===== config.mk =====
export PLATFORM = sky130hd
export DESIGN_NAME = instr_fetch
export DESIGN_NICKNAME = d
export VERILOG_FILES = /design/src/rtl/instr_fetch.sv
export SDC_FILE = /design/constraint.sdc
export NUM_CORES = 1
export LEC_CHECK = 0
export CORE_ASPECT_RATIO = 0.7
export CORE_MARGIN = 2
export CORE_UTILIZATION = 46
export DETAILED_ROUTE_END_ITERATION = 6
export GPL_ROUTABILITY_DRIVEN = 0
export PLACE_DENSITY = 0.78
export RECOVER_POWER = 50
export SYNTH_ARGS = -nofsm -noshare
export SYNTH_HDL_FRONTEND = slang
export SYNTH_SLANG_ARGS = --single-unit

===== constraint.sdc =====
create_clock -name clk -period 6.3 [get_ports clk]
set_input_delay 0.945 -clock clk [delete_from_list [all_inputs] [get_ports clk]]
set_output_delay 0.945 -clock clk [all_outputs]
set_load 0.02 [all_outputs]

===== src/rtl/instr_fetch.sv =====
// -----------------------------------------------------------------------------
// instr_fetch
//
// Fetch stage feeding the decoder/control unit. Owns the program counter and
// keeps at most one instruction-memory request outstanding. Each returned word
// is captured into an output register that presents the instruction, its PC
// and the 7-bit opcode to decode. Decode back-pressure is absorbed by a
// one-entry skid register. Branch/jump redirects reload the PC and kill any
// fetch still in flight.
//
// Parameters:
//   RESET_PC  PC loaded on reset
//   PC_STEP   sequential PC increment (4 for RV32I without compressed)
//
// Ports:
//   clk, rst          rising-edge clock, asynchronous active-high reset
//   imem_req_valid    request valid to instruction memory
//   imem_req_ready    memory accepts the request
//   imem_addr         request address (always the current PC)
//   imem_rsp_valid    one-cycle response pulse, at most one per accepted request
//   imem_rsp_data     instruction word returned by memory
//   redirect_valid    taken branch/jump, load redirect_pc
//   redirect_pc       redirect target
//   stall             decode cannot accept this cycle
//   if_valid          fetched instruction valid to decode
//   if_pc             PC of if_instr
//   if_instr          instruction word
//   if_opcode         if_instr[6:0]
//   if_misalign       misaligned-redirect flag
//
// Optional feature (macro FETCH_MISALIGN_EN):
//   Defined:   a redirect to a target with non-zero low bits loads the PC, raises
//              if_misalign and halts fetching until an aligned redirect arrives.
//   Undefined: redirect targets have their low two bits forced to zero and
//              if_misalign is tied low.
// -----------------------------------------------------------------------------
module instr_fetch #(
  parameter logic [31:0] RESET_PC = 32'h0000_0000,
  parameter logic [31:0] PC_STEP  = 32'd4
) (
  input  logic        clk,
  input  logic        rst,
  output logic        imem_req_valid,
  input  logic        imem_req_ready,
  output logic [31:0] imem_addr,
  input  logic        imem_rsp_valid,
  input  logic [31:0] imem_rsp_data,
  input  logic        redirect_valid,
  input  logic [31:0] redirect_pc,
  input  logic        stall,
  output logic        if_valid,
  output logic [31:0] if_pc,
  output logic [31:0] if_instr,
  output logic [6:0]  if_opcode,
  output logic        if_misalign
);

  typedef enum logic [1:0] {
    ST_IDLE,
    ST_REQ,
    ST_WAIT,
    ST_HOLD
  } state_t;

  state_t      state_q, state_d;
  logic [31:0] pc_q, pc_d;
  logic [31:0] req_pc_q, req_pc_d;
  logic [31:0] skid_q, skid_d;
  logic        kill_q, kill_d;
  logic        if_valid_q, if_valid_d;
  logic [31:0] if_pc_q, if_pc_d;
  logic [31:0] if_instr_q, if_instr_d;

  logic [31:0] redir_target;
  logic        halt_q, halt_d;
  logic        can_accept;
  logic        req_fire;

`ifdef FETCH_MISALIGN_EN
  logic misalign_q;

  assign redir_target = redirect_pc;

  // The halt flag follows the alignment of the most recent redirect.
  always_comb begin
    halt_d = misalign_q;
    if (redirect_valid) begin
      halt_d = (redirect_pc[1:0] != 2'b00);
    end
  end

  always_ff @(posedge clk or posedge rst) begin
    if (rst) begin
      misalign_q <= 1'b0;
    end else begin
      misalign_q <= halt_d;
    end
  end

  assign halt_q      = misalign_q;
  assign if_misalign = misalign_q;
`else
  assign redir_target = redirect_pc & 32'hFFFF_FFFC;
  assign halt_q       = 1'b0;
  assign halt_d       = 1'b0;
  assign if_misalign  = 1'b0;
`endif

  // The output register can take a new word when it is empty or being drained.
  assign can_accept     = !if_valid_q || !stall;
  assign imem_req_valid = (state_q == ST_REQ) && can_accept;
  assign req_fire       = imem_req_valid && imem_req_ready;

  // Next-state and datapath update; every register defaults to holding.
  always_comb begin
    state_d    = state_q;
    pc_d       = pc_q;
    req_pc_d   = req_pc_q;
    skid_d     = skid_q;
    kill_d     = kill_q;
    if_valid_d = if_valid_q;
    if_pc_d    = if_pc_q;
    if_instr_d = if_instr_q;

    // Decode takes the presented word; loads below re-assert if_valid.
    if (!stall) begin
      if_valid_d = 1'b0;
    end

    case (state_q)
      ST_IDLE: begin
        if (!halt_q) begin
          state_d = ST_REQ;
        end
      end

      ST_REQ: begin
        if (req_fire) begin
          pc_d     = pc_q + PC_STEP;
          req_pc_d = pc_q;
          state_d  = ST_WAIT;
        end
      end

      ST_WAIT: begin
        if (imem_rsp_valid) begin
          if (kill_q) begin
            kill_d  = 1'b0;
            state_d = halt_q ? ST_IDLE : ST_REQ;
          end else if (can_accept) begin
            if_valid_d = 1'b1;
            if_pc_d    = req_pc_q;
            if_instr_d = imem_rsp_data;
            state_d    = ST_REQ;
          end else begin
            skid_d  = imem_rsp_data;
            state_d = ST_HOLD;
          end
        end
      end

      ST_HOLD: begin
        // req_pc_q still names the skid word: no request was issued since.
        if (!stall) begin
          if_valid_d = 1'b1;
          if_pc_d    = req_pc_q;
          if_instr_d = skid_q;
          state_d    = ST_REQ;
        end
      end

      default: begin
        state_d = ST_IDLE;
      end
    endcase

    // Redirect overrides everything above. A request that is outstanding, or
    // launched this very cycle, is marked for discard. If its response lands
    // in the same cycle as the redirect it is already complete, so there is
    // nothing left to kill and waiting for another response would deadlock.
    if (redirect_valid) begin
      pc_d       = redir_target;
      if_valid_d = 1'b0;
      if (((state_q == ST_WAIT) && !imem_rsp_valid) ||
          ((state_q == ST_REQ) && req_fire)) begin
        kill_d  = 1'b1;
        state_d = ST_WAIT;
      end else begin
        kill_d  = 1'b0;
        state_d = halt_d ? ST_IDLE : ST_REQ;
      end
    end
  end

  always_ff @(posedge clk or posedge rst) begin
    if (rst) begin
      state_q    <= ST_IDLE;
      pc_q       <= RESET_PC;
      req_pc_q   <= 32'h0;
      skid_q     <= 32'h0;
      kill_q     <= 1'b0;
      if_valid_q <= 1'b0;
      if_pc_q    <= 32'h0;
      if_instr_q <= 32'h0;
    end else begin
      state_q    <= state_d;
      pc_q       <= pc_d;
      req_pc_q   <= req_pc_d;
      skid_q     <= skid_d;
      kill_q     <= kill_d;
      if_valid_q <= if_valid_d;
      if_pc_q    <= if_pc_d;
      if_instr_q <= if_instr_d;
    end
  end

  assign imem_addr = pc_q;
  assign if_valid  = if_valid_q;
  assign if_pc     = if_pc_q;
  assign if_instr  = if_instr_q;
  assign if_opcode = if_instr_q[6:0];

endmodule

==> metrics.txt, run 1 <==
Fmax=277 MHz; clock tree buffer depth=2; post-synthesis xor/xnor area fraction=0.827%; Clock Latency Late Sink=420 ps; CTS tree=yes; Vias=5632; worst hold path type=reg -> reg; DP HPWL=13200 um; Setup Viol. Count Final=0; Setup CP Type=in -> out; Final ANT Viol Nets=0; Yosys top cell area share=53.4%; Leakage=4.33 nW; Yosys warning count=0; setup tns final=0 ps; Die Span X=156 um; largest family of logic cells by synthesized area=multiplexers; fin crit share=57.4%; Post-synth EDFFs=0; delay-heaviest family, CP=buffers and inverters; Max H-tree Level=4; mux cell area share after synthesis=19.3%; met3 Usage GRT=4.38%; Main synth FF type=dfrtp_1; relative slew slack=19.7%; Detailed Route Iter0 Violations=453; grt met1 use=31.9%; post-layout min period=3620 ps; hold_buf cts=0; vias in the first global route=5833; worst hold slack=470 ps; Critical Path Source Type=input port; Cell variety after synth=49; CP Capture Type=primary output; DRC Markers=0; Post-Synth Simple-Gate Area=16.0%; area growth from synthesis to layout=31.1%; crit path max fanout=5; IO Port Bufs=168; CTS Buf Count=17; # IOs=176; MaxCap Viol Count=0; first-pass GRT wire length=30300 um; status=completed; die area=0.0172 mm^2; Worst-Margin Slew=1200 ps; final hold vios=0; CORE AREA=0.0156 mm^2; synth top area cells=dfrtp_1 (53%), mux2_2 (19%), nand2_1 (5.9%), buf_4 (2.0%), nand4_1 (1.9%); grt ovf=0; DR WL/cell=18.5 um; Cell Chain, Critical Path=dlygate4sd3_1 > and2_0 > nor2_1 > clkdlybuf4s50_1; busiest grt layer=met2; VDD IR max=0.183 mV; post-synthesis adder-cell area fraction=0.675%; sequential share of the synthesized area=53.4%; post-cts sizing count=0; final wirelength=18700 um; antenna violations before repair=1; WP data required=5350 ps; die height=110 um; Avg Cell Area, Syn=11.3 um^2; most common cell after layout, fill and taps aside=dfrtp_1; Mapped Cells=653; DR vias/cell=5.57; GRT Util Overall=23.0%; share of cells above drive strength 1=20.6%; synthesized flop and latch total=158; Cell Area, Synth=0.00741 mm^2; pin count of the biggest net entering global routing=113; First-pass DRT Iterations=5; max-slew violations=0; number of setup buffers added after CTS=0; Crit-path slowest cell=clkdlybuf4s50_1; # nets final=874; RSZ-0062 raised after global routing=no; Root Buffer=clkbuf_16; met2 Track Usage GR=35.5%; CP peak stage delay=630 ps; top cell type by total area after synthesis=dfrtp_1; asr flop ratio synth=100%; Initial Utilization=47.4%; Clock Skew=6.29 ps; Synth Area in Compound Gates=5.71%; commonest cells after routing, fill and taps aside=dfrtp_1 (158), mux2_2 (126), nand2_1 (117); Worst EP arrival=2670 ps; PwrDens=399 mW/mm^2; Rows=38; Buf+Inv Stages, Crit Path=2; CTS Sinks=158; CTS clk-pin slew, worst paths=60 ps
[cell usage after synthesis (2+ instances only)]
| master | n |
|---|---|
| o21ai_0 | 13 |
| nand4_1 | 22 |
| a31oi_1 | 6 |
| and2_1 | 7 |
| nand3_2 | 2 |
| o211ai_1 | 3 |
| mux2_2 | 126 |
| a221o_1 | 5 |
| nand3b_1 | 2 |
| and3_1 | 5 |
| or4_1 | 3 |
| o31ai_1 | 8 |
| a22oi_1 | 6 |
| dfrtp_1 | 158 |
| nand3_1 | 22 |
| and4_1 | 8 |
| buf_2 | 8 |
| or3_1 | 2 |
| ha_1 | 4 |
| buf_4 | 20 |
| clkbuf_1 | 17 |
| nor2_1 | 20 |
| nand2_1 | 117 |
| o311a_1 | 4 |
| a21oi_1 | 5 |
| nand2b_1 | 3 |
| buf_1 | 3 |
| o311ai_0 | 5 |
| nor2b_1 | 6 |
| nor3_1 | 12 |
| xnor2_1 | 2 |
| xor2_1 | 5 |
| inv_1 | 8 |
[flip-flops by register name, summed over array words and instances (netlist names)]
register and cells:
if_valid 1, if_instr 32, if_pc 30, state_q 2
req_pc_q 30, kill_q 1, imem_addr 30, skid_q 32
[per-stage QoR]
stage	area, um^2	instances	utilization (%)	power [mW]	setup slack, ps
final	9710	1012	62.1	3.88	2680
after CTS	9740	1011	62.3	4.00	2860
after detailed placement	9140	981	58.4	2.94	2770
after floorplan	7430	657	-	2.30	1090
after global routing	9710	1012	62.1	4.08	2620
after global placement	9140	981	58.4	2.88	2840
[power by group]
part           total, mW  internal (mW)  switching, mW
combinational       1.29          0.630          0.663
clock               1.06          0.659          0.397
sequential          1.53           1.33          0.202
[worst paths after layout]
kind / startpoint / cells after the start / slack (ps) / end
max in group asynchronous: rst / 3 / 3810 / req_pc_q[11]
max: stall / 4 / 2680 / imem_req_valid
min in group asynchronous: rst / 2 / 1270 / skid_q[13]
max reg2reg: state_q[1] / 6 / 3690 / state_q[0]
min reg2reg: req_pc_q[31] / 2 / 470 / req_pc_q[31]
min: req_pc_q[31] / 2 / 470 / req_pc_q[31]
[metal layers]
metal	wire length, um	part of all wire (%)
met1	8500	45
met3	1050	5.6
met4	456	2.4
met5	0	0
met2	8740	47
[cell families (layout without fill, tap and decap cells)]
| group | Yosys count | after routing |
|---|---|---|
| other | 1 | 6 |
| adders and majority gates | 4 | 4 |
| xor gates and xnor gates | 7 | 7 |
| buffers and inverters | 57 | 211 |
| AOI/OAI and AO/OA | 59 | 59 |
| and+or+nand+nor | 240 | 240 |
| DFF | 158 | 158 |
| muxes | 127 | 127 |
[area by class of cell]
class                   count  area, um^2
diodes                      1        2.50
multi-input cells         442        3160
fillers                  1277        5930
clock buffers              20         437
flip-flops and latches    158        3950
inverters                   8        35.0
repair buffers            173        1710
well taps                 200         250
clock inverters            10         165
[worst reg2reg max path, delay by kind of cell (launching register included)]
| family | cells | cell delay, ps |
|---|---|---|
| simple gates | 3 | 1660 |
| flops | 1 | 410 |
| compound gates | 1 | 160 |
| fa+ha+maj | 1 | 200 |
| buf+inv | 1 | 70 |
Note: power is estimated with default switching activity, not from simulation.
==> run 2, diff against run 1 <==
Clock period 6.3 ns to 3.7 ns, I/O delays scaled along.
==> run 2 against run 1 <==
Net effect: utilization grew 0.26 points; register-to-register slack lost 2500 ps; clock skew grew 3.7 ps; via count grew 1.6%; die area is the same; setup slack lost 1800 ps; largest cell class unchanged; hold slack gained 3.2 ps.
==> metrics.txt, run 2 (synthesized netlist as in run 1, its figures left out) <==
fin crit share=75.2%; DP HPWL=13400 um (+1.9%); Fmax=359 MHz; DRC Markers=0 (unchanged); Die Span X=156 um (unchanged); worst hold path endpoint=req_pc_q[28]; post-route worst setup slack=918 ps (-1770 ps); Worst EP arrival=2230 ps (-440 ps); reg-to-reg setup timing slack=1170 ps (-2520 ps); relative slew slack=8.42% (-11 points); Fill cells=1183 (-7.4%); WP data required=3140 ps (-2210 ps); Detailed Route Iter0 Violations=393 (-13%); Reg2Reg Depth=6 (unchanged); RSZ-0062 raised after global routing=no; Clock Latency Late Sink=420 ps (about the same); share of cells above drive strength 1=21.4% (+0.80 points); Clock Skew=9.97 ps (+3.68 ps); multi-input logic area=0.00316 mm^2 (+0.16%); sequential cell area=0.00395 mm^2 (unchanged); post-placement setup slack=934 ps (-1840 ps); Cell Chain, Critical Path=dlygate4sd3_1 > and2_0 > nor2_1 > clkdlybuf4s50_1; Vias=5724 (+1.6%); hold_buf cts=0 (unchanged); worst hold path type=reg -> reg; crit path max fanout=5 (unchanged); post-cts sizing count=0 (unchanged); Leakage=4.32 nW (-0.36%); Initial Utilization=47.4% (unchanged); commonest cells after routing, fill and taps aside=dfrtp_1 (158), clkdlybuf4s50_1 (128), mux2_2 (126); CP peak stage delay=630 ps (about the same); Max H-tree Level=4 (unchanged); diodes inserted=0 (-1); clock tree buffer depth=2 (unchanged); RR Startpoint=state_q[1]; Setup CP Type=in -> out; Worst-Margin Slew=1370 ps (+173 ps); First-pass DRT Iterations=5 (unchanged); IO Port Bufs=168 (unchanged); grt ovf=0 (unchanged); first-pass GRT wire length=30100 um (-0.84%); antenna violations before repair=0 (-1); area growth from synthesis to layout=31.6%; Critical Path Source Type=input port; post-layout min period=2780 ps; # IOs=176 (unchanged); status=completed; Setup Viol. Count Final=0 (unchanged); MaxCap Viol Count=0 (unchanged); CTS Buf Count=17 (unchanged); PwrDens=679 mW/mm^2 (+70%); Hold Crit Start=req_pc_q[28]; pin count of the biggest net entering global routing=57 (-50%); GRT Util Overall=22.7% (-0.27 points); number of setup buffers added after CTS=0 (unchanged); VDD IR max=0.371 mV (+100%); final hold vios=0 (unchanged); CTS tree=yes; CP Capture Type=primary output; vias in the first global route=5690 (-2.5%); die height=110 um (unchanged); Buf+Inv Stages, Crit Path=2 (unchanged); CTS Sinks=158 (unchanged); Hold Path Cell Cnt=2 (unchanged); DR vias/cell=5.62 (+1.0%); final wirelength=18800 um (+0.17%); reg-to-reg endpoint=if_instr[14]; Root Buffer=clkbuf_16; delay-heaviest family, CP=buffers and inverters; # nets final=879 (+0.57%); die area=0.0172 mm^2 (unchanged); Final ANT Viol Nets=0 (unchanged); Rows=38 (unchanged); CTS clk-pin slew, worst paths=60 ps (about the same); setup tns final=0 ps (unchanged); CORE AREA=0.0156 mm^2 (unchanged); max-slew violations=0 (unchanged); DR WL/cell=18.4 um (-0.42%); Crit-path slowest cell=clkdlybuf4s50_1; most common cell after layout, fill and taps aside=dfrtp_1
run 2: worst register-to-register path: stages, from the launching register on:
cell and delay (ps):
dfrtp_1 420, ha_2 220, buf_4 400, nor3_1 170, nor2_4 440, buf_12 350
mux2_2 410
run 2: layout make-up:
class                   instances  area share (%)
inverters                       8           0.321
flip-flops and latches        158            40.5
clock buffers                  20            4.68
clock inverters                12            1.39
well taps                     200            2.57
repair buffers                178            18.1
multi-input cells             442            32.4
run 2: metal layers:
| metal | track usage (%) | up-vias | wire length (um) |
|---|---|---|---|
| met3 | 4.53 | 31 | 1190 |
| li1 | - | 2625 | - |
| met5 | 0 | - | 0 |
| met2 | 35.6 | 235 | 8830 |
| met4 | 8.45 | 0 | 416 |
| met1 | 31.6 | 2833 | 8330 |
run 2: through the flow:
stage	util [%]	std cells	hold WS, ps	power [mW]	area (um^2)
final	62.4	1018	473	6.63	9760
after global routing	62.4	1018	499	6.96	9760
after CTS	62.6	1018	475	6.78	9790
after detailed placement	58.8	986	459	5.02	9200
after global placement	58.8	986	458	4.92	9200
after floorplan	-	657	442	3.91	7430
run 2: worst max-delay path by stage:
stage | startpoint | end | slack, ps | depth (start not counted)
CTS | stall | imem_req_valid | 1070 | 4
global route | rst | req_pc_q[25] | 610 | 3
floorplan | rst | if_instr[0] | 1140 | 1
detailed placement | stall | imem_addr[15] | 930 | 5
finish | stall | imem_req_valid | 920 | 4
global placement | imem_rsp_valid | if_instr[17] | 1040 | 6
run 2: power breakdown:
part / leakage [nW] / switching (mW) / internal (mW)
sequential: 1.99 / 0.352 / 2.26
combinational: 2.04 / 1.12 / 1.15
clock: 0.291 / 0.706 / 1.03
==> run 3, diff against run 2 <==
Settings changed: CORE_UTILIZATION 46 to 45, PLACE_DENSITY 0.78 to 0.79.
Clock period 3.7 ns to 2.54 ns, I/O delays scaled along.
==> run 3 against run 2 <==
Net effect: wire length decreased by 3.3%; clock power grew 47%; sequential power grew 46%; design area grew 1.5%; sequential share of layout area fell by 0.59 points; global-route usage decreased by 1.1 points; largest power group unchanged; clock-buffer cell count grew 3.
==> metrics.txt, run 3 (synthesized netlist as in run 1, its figures left out) <==
Finished Core Util=61.1% (-1.3 points); most common cell after layout, fill and taps aside=dfrtp_1; Internal Pwr Total=6.53 mW (+47%); max-slew violations=0 (unchanged); CTS clk-pin slew, worst paths=60 ps (about the same); clock power share=26.5% (+0.2 points); CP peak stage delay=420 ps (-210 ps); Vias=5623 (-1.8%); first-pass GRT wire length=29600 um (-1.7%); Setup Viol. Count Final=0 (unchanged); RSZ-0062 raised after global routing=no; Fmax=461 MHz; Fill cells=1343 (+14%); DR WL/cell=17.3 um (-6.3%); Power, Total=9.67 mW (+46%); Clock Skew=6.11 ps (-3.86 ps); DR vias/cell=5.35 (-4.8%); worst hold path type=in -> async; multi-input logic area=0.00319 mm^2 (+0.75%); hold_buf cts=0 (unchanged); CP Capture Type=register; number of setup buffers added after CTS=0 (unchanged); final hold vios=0 (unchanged); worst hold slack=422 ps (-50.6 ps); CTS tree=yes; fin crit share=85.3%; die area=0.0175 mm^2 (+2.2%); DP HPWL=12800 um (-4.8%); status=completed; commonest cells after routing, fill and taps aside=dfrtp_1 (158), mux2_2 (126), clkdlybuf4s50_1 (123); sequential cell area=0.00395 mm^2 (unchanged); VDD IR max=0.528 mV (+42%); Reg2Reg Depth=6 (unchanged); post-route worst setup slack=372 ps (-546 ps); relative slew slack=13.9% (+5.5 points); Worst EP arrival=2470 ps (+240 ps); Leakage=4.39 nW (+1.6%); antenna violations before repair=0 (unchanged); post-cts sizing count=0 (unchanged); Worst-Margin Slew=1290 ps (-82.0 ps); post-layout min period=2170 ps; setup tns final=0 ps (unchanged); CTS Sinks=158 (unchanged); vias in the first global route=5581 (-1.9%); reg-to-reg endpoint=imem_addr[15]; Clock Latency Late Sink=420 ps (about the same); Die Span X=157 um (+1.1%); Root Buffer=clkbuf_16; sw power=3.14 mW (+44%); Levels on crit path=6 (+2); WP data required=2840 ps (-300 ps); die height=111 um (+1.1%); First-pass DRT Iterations=6 (+1); reg-to-reg setup timing slack=370 ps (-800 ps); CTS Buf Count=17 (unchanged); final wirelength=18200 um (-3.3%); crit path max fanout=12 (+7); PwrDens=977 mW/mm^2 (+44%); Detailed Route Iter0 Violations=472 (+20%); CORE AREA=0.0162 mm^2 (+3.6%); Buf+Inv Stages, Crit Path=1 (-1); pin count of the biggest net entering global routing=64 (+12%); combinational power share=34.2% (about the same); # IOs=176 (unchanged); post-placement setup slack=121 ps (-813 ps); Cell Chain, Critical Path=inv_1 > ha_1 > and2_1 > nand3_1 > o311a_1 > a221o_1; Setup CP Type=reg -> reg; area growth from synthesis to layout=33.6%; Sw Ratio=32.5% (-0.44 points); delay-heaviest family, CP=compound AO/OA/AOI/OAI gates; # nets final=887 (+0.91%); Crit-path slowest cell=dfrtp_1; Seq pwr share=39.3% (about the same); clock tree buffer depth=2 (unchanged); MaxCap Viol Count=0 (unchanged); diodes inserted=0 (unchanged); GRT Util Overall=21.6% (-1.1 points); Final ANT Viol Nets=0 (unchanged); Initial Utilization=45.7% (-1.6 points); Rows=39 (+2.6%); share of cells above drive strength 1=22.5% (+1.1 points); Max H-tree Level=4 (unchanged); Critical Path Source Type=register; IO Port Bufs=168 (unchanged); DRC Markers=0 (unchanged); grt ovf=0 (unchanged); RR Startpoint=state_q[1]
-- run 3: final cells by class --
cell class                 instances  share of cell area [%]
multi-input combinational        442                    32.2
inverter                           8                   0.316
clock inverter                     9                    1.09
timing repair buffer             186                    18.7
clock buffer                      23                    4.93
sequential                       158                    39.9
tap                              225                    2.84
-- run 3: power by group through the flow --
stage | logic, mW | registers (mW) | clock network (mW)
floorplan | 1.34 | 4.36 | 0
global placement | 3.40 | 3.81 | 0
detailed placement | 3.46 | 3.86 | 0
CTS | 3.48 | 3.82 | 2.62
global route | 3.54 | 3.91 | 2.73
finish | 3.31 | 3.80 | 2.56
-- run 3: worst max-delay path by stage --
stage	start	end	slack (ps)
after floorplan	rst	if_instr[0]	160
after global placement	stall	imem_addr[15]	200
after detailed placement	stall	imem_addr[15]	120
after CTS	state_q[1]	imem_req_valid	110
after global routing	rst	if_instr[30]	140
final	state_q[1]	imem_addr[15]	370
-- run 3: worst reg2reg max path, stage by stage (launching register included) --
cell and delay (ps):
dfrtp_1 420, inv_1 80, ha_1 210, and2_1 290, nand3_1 380, o311a_1 430, a221o_1 260
-- run 3: routing by layer --
metal	GRT usage [%]	share of wire [%]
met5	0	0
met4	6.12	1.5
met1	32.1	47
met2	31.5	44
met3	5.33	7.1
-- run 3: through the flow --
step / cell area, um^2 / cells
after floorplan: 7430 / 657
after global placement: 9350 / 1019
after detailed placement: 9350 / 1019
after CTS: 9950 / 1051
after global routing: 9900 / 1051
final: 9900 / 1051
==> edit, RTL diff (settings of run 1) <==
Add a define of `FETCH_MISALIGN_EN`.
--- a/src/rtl/instr_fetch.sv
+++ b/src/rtl/instr_fetch.sv
@@ -34,6 +34,8 @@
 //   Undefined: redirect targets have their low two bits forced to zero and
 //              if_misalign is tied low.
 // -----------------------------------------------------------------------------
+`define FETCH_MISALIGN_EN
+
 module instr_fetch #(
   parameter logic [31:0] RESET_PC = 32'h0000_0000,
   parameter logic [31:0] PC_STEP  = 32'd4
Function: changed (a bounded check fails within 4 cycles, from zero or initial values and one cycle with rst high).
==> edit against run 1 <==
- the flow now finishes with violations (capacitance limit, slew limit)
- wire length shrank 8.6%
- setup slack lost 120 ps
- total power grew 5.6%
- sequential cell count grew 7
- synthesized area shrank 2.9%
- worst hold slack gained 5.3 ps
- utilization grew 0.32 points
- cell area shrank 1.0%
- first-iteration DRC count shrank 34%
- maximum frequency shrank 3.3%
==> edit: results (changes against run 1) <==
{| class="wikitable"
! Metric !! Value
|-
| Result of the run || finished, violations left
|-
| Failing checks || capacitance limit, slew limit
|-
| Max_cap viols || 2 (+2)
|-
| Met2 demand-to-capacity share in global routing || 32.9% (-2.6 points)
|-
| Final setup skew || 10.2 ps (+3.92 ps)
|-
| All-layer global routing usage || 21.3% (-1.6 points)
|-
| Detail Route met2 WL || 7870 microns (-10%)
|-
| Leakage dissipation || 4.39 nW (+1.4%)
|-
| Number of diodes || 0 (-1)
|-
| Total Nets Final || 884 (+1.1%)
|-
| Synthesized area per cell || 11.0 sq um (-2.9%)
|-
| Final Max Tran Viols || 113 (+113)
|-
| Number of different library cells in the post-synthesis netlist || 40 (-18%)
|-
| Vias in the first global route || 5431 (-6.9%)
|-
| Placed instance area || 9030 sq um (-1.1%)
|-
| Worst min-delay path startpoint || req_pc_q[16]
|-
| Detailed-routed wire length on met3 || 1000 microns (-4.1%)
|-
| Maximum net fanout on the critical path || 74 (+69)
|-
| Peak supply drop || 0.221 mV (+21%)
|-
| Total Routed Length || 17100 microns (-8.6%)
|-
| Global-route wire length before repair || 27900 microns (-8.0%)
|-
| Worst setup slack after placement || 2540 ps (-238 ps)
|-
| Port buffer count || 175 (+4.2%)
|-
| Total internal power || 0.00266 W (+1.7%)
|-
| Via density per instance || 5.20 (-6.5%)
|-
| CP startpoint || redirect_valid
|}
## edit: cell types whose count changed after synthesis, moves of 12 or more
cell	before	now
nor2_1	20	8
xor2_1	5	19
nand2_1	117	164
mux2i_1	1	33
mux2_2	126	68
o21ai_0	13	64
## edit: final cells by class
cell class / count / area share [%]
Sequential cell: 165 / 42.9
Multi-Input combinational cell: 436 / 29.4
Timing Repair Buffer: 179 / 18.4
Clock buffer: 18 / 4.57
Tap cell: 200 / 2.60
Clock inverter: 14 / 1.59
Inverter: 10 / 0.442
## edit: logic make-up (layout without fill, tap and decap cells)
group                    after synthesis  count (layout)  synth area share [%]
AO/OA/AOI/OAI                         79              79                  6.01
XOR/XNOR                              25              25                  3.04
adder cells (fa/ha/maj)                5               5                 0.869
buffers and inverters                 52             221                  3.51
flip-flops                           165             165                  57.4
multiplexers                         101             101                  15.2
AND/OR/NAND/NOR                      226             226                  14.0
## edit: power by group through the flow
stage | clock network, W | logic, W | registers, W
global placement | 0 | 0.00149 | 0.00162
global route | 0.00110 | 0.00158 | 0.00167
detailed placement | 0 | 0.00153 | 0.00165
finish | 0.00103 | 0.00145 | 0.00162
CTS | 0.00105 | 0.00154 | 0.00163
floorplan | 0 | 0.000676 | 0.00184
## edit: final timing paths
check,endpoint,slack (ps),cells after the start
min in group asynchronous,req_pc_q[4],1190,2
hold / removal,req_pc_q[16],470,2
hold reg to reg,req_pc_q[16],470,2
setup reg to reg,if_pc[20],2850,4
max in group asynchronous,req_pc_q[27],3710,3
setup / recovery,state_q[1],2560,5
## edit: worst max-delay path: stages
cell and delay, ps:
buf_2 70, clkbuf_1 2080, a21oi_1 240, or4b_1 630, nand3_1 100
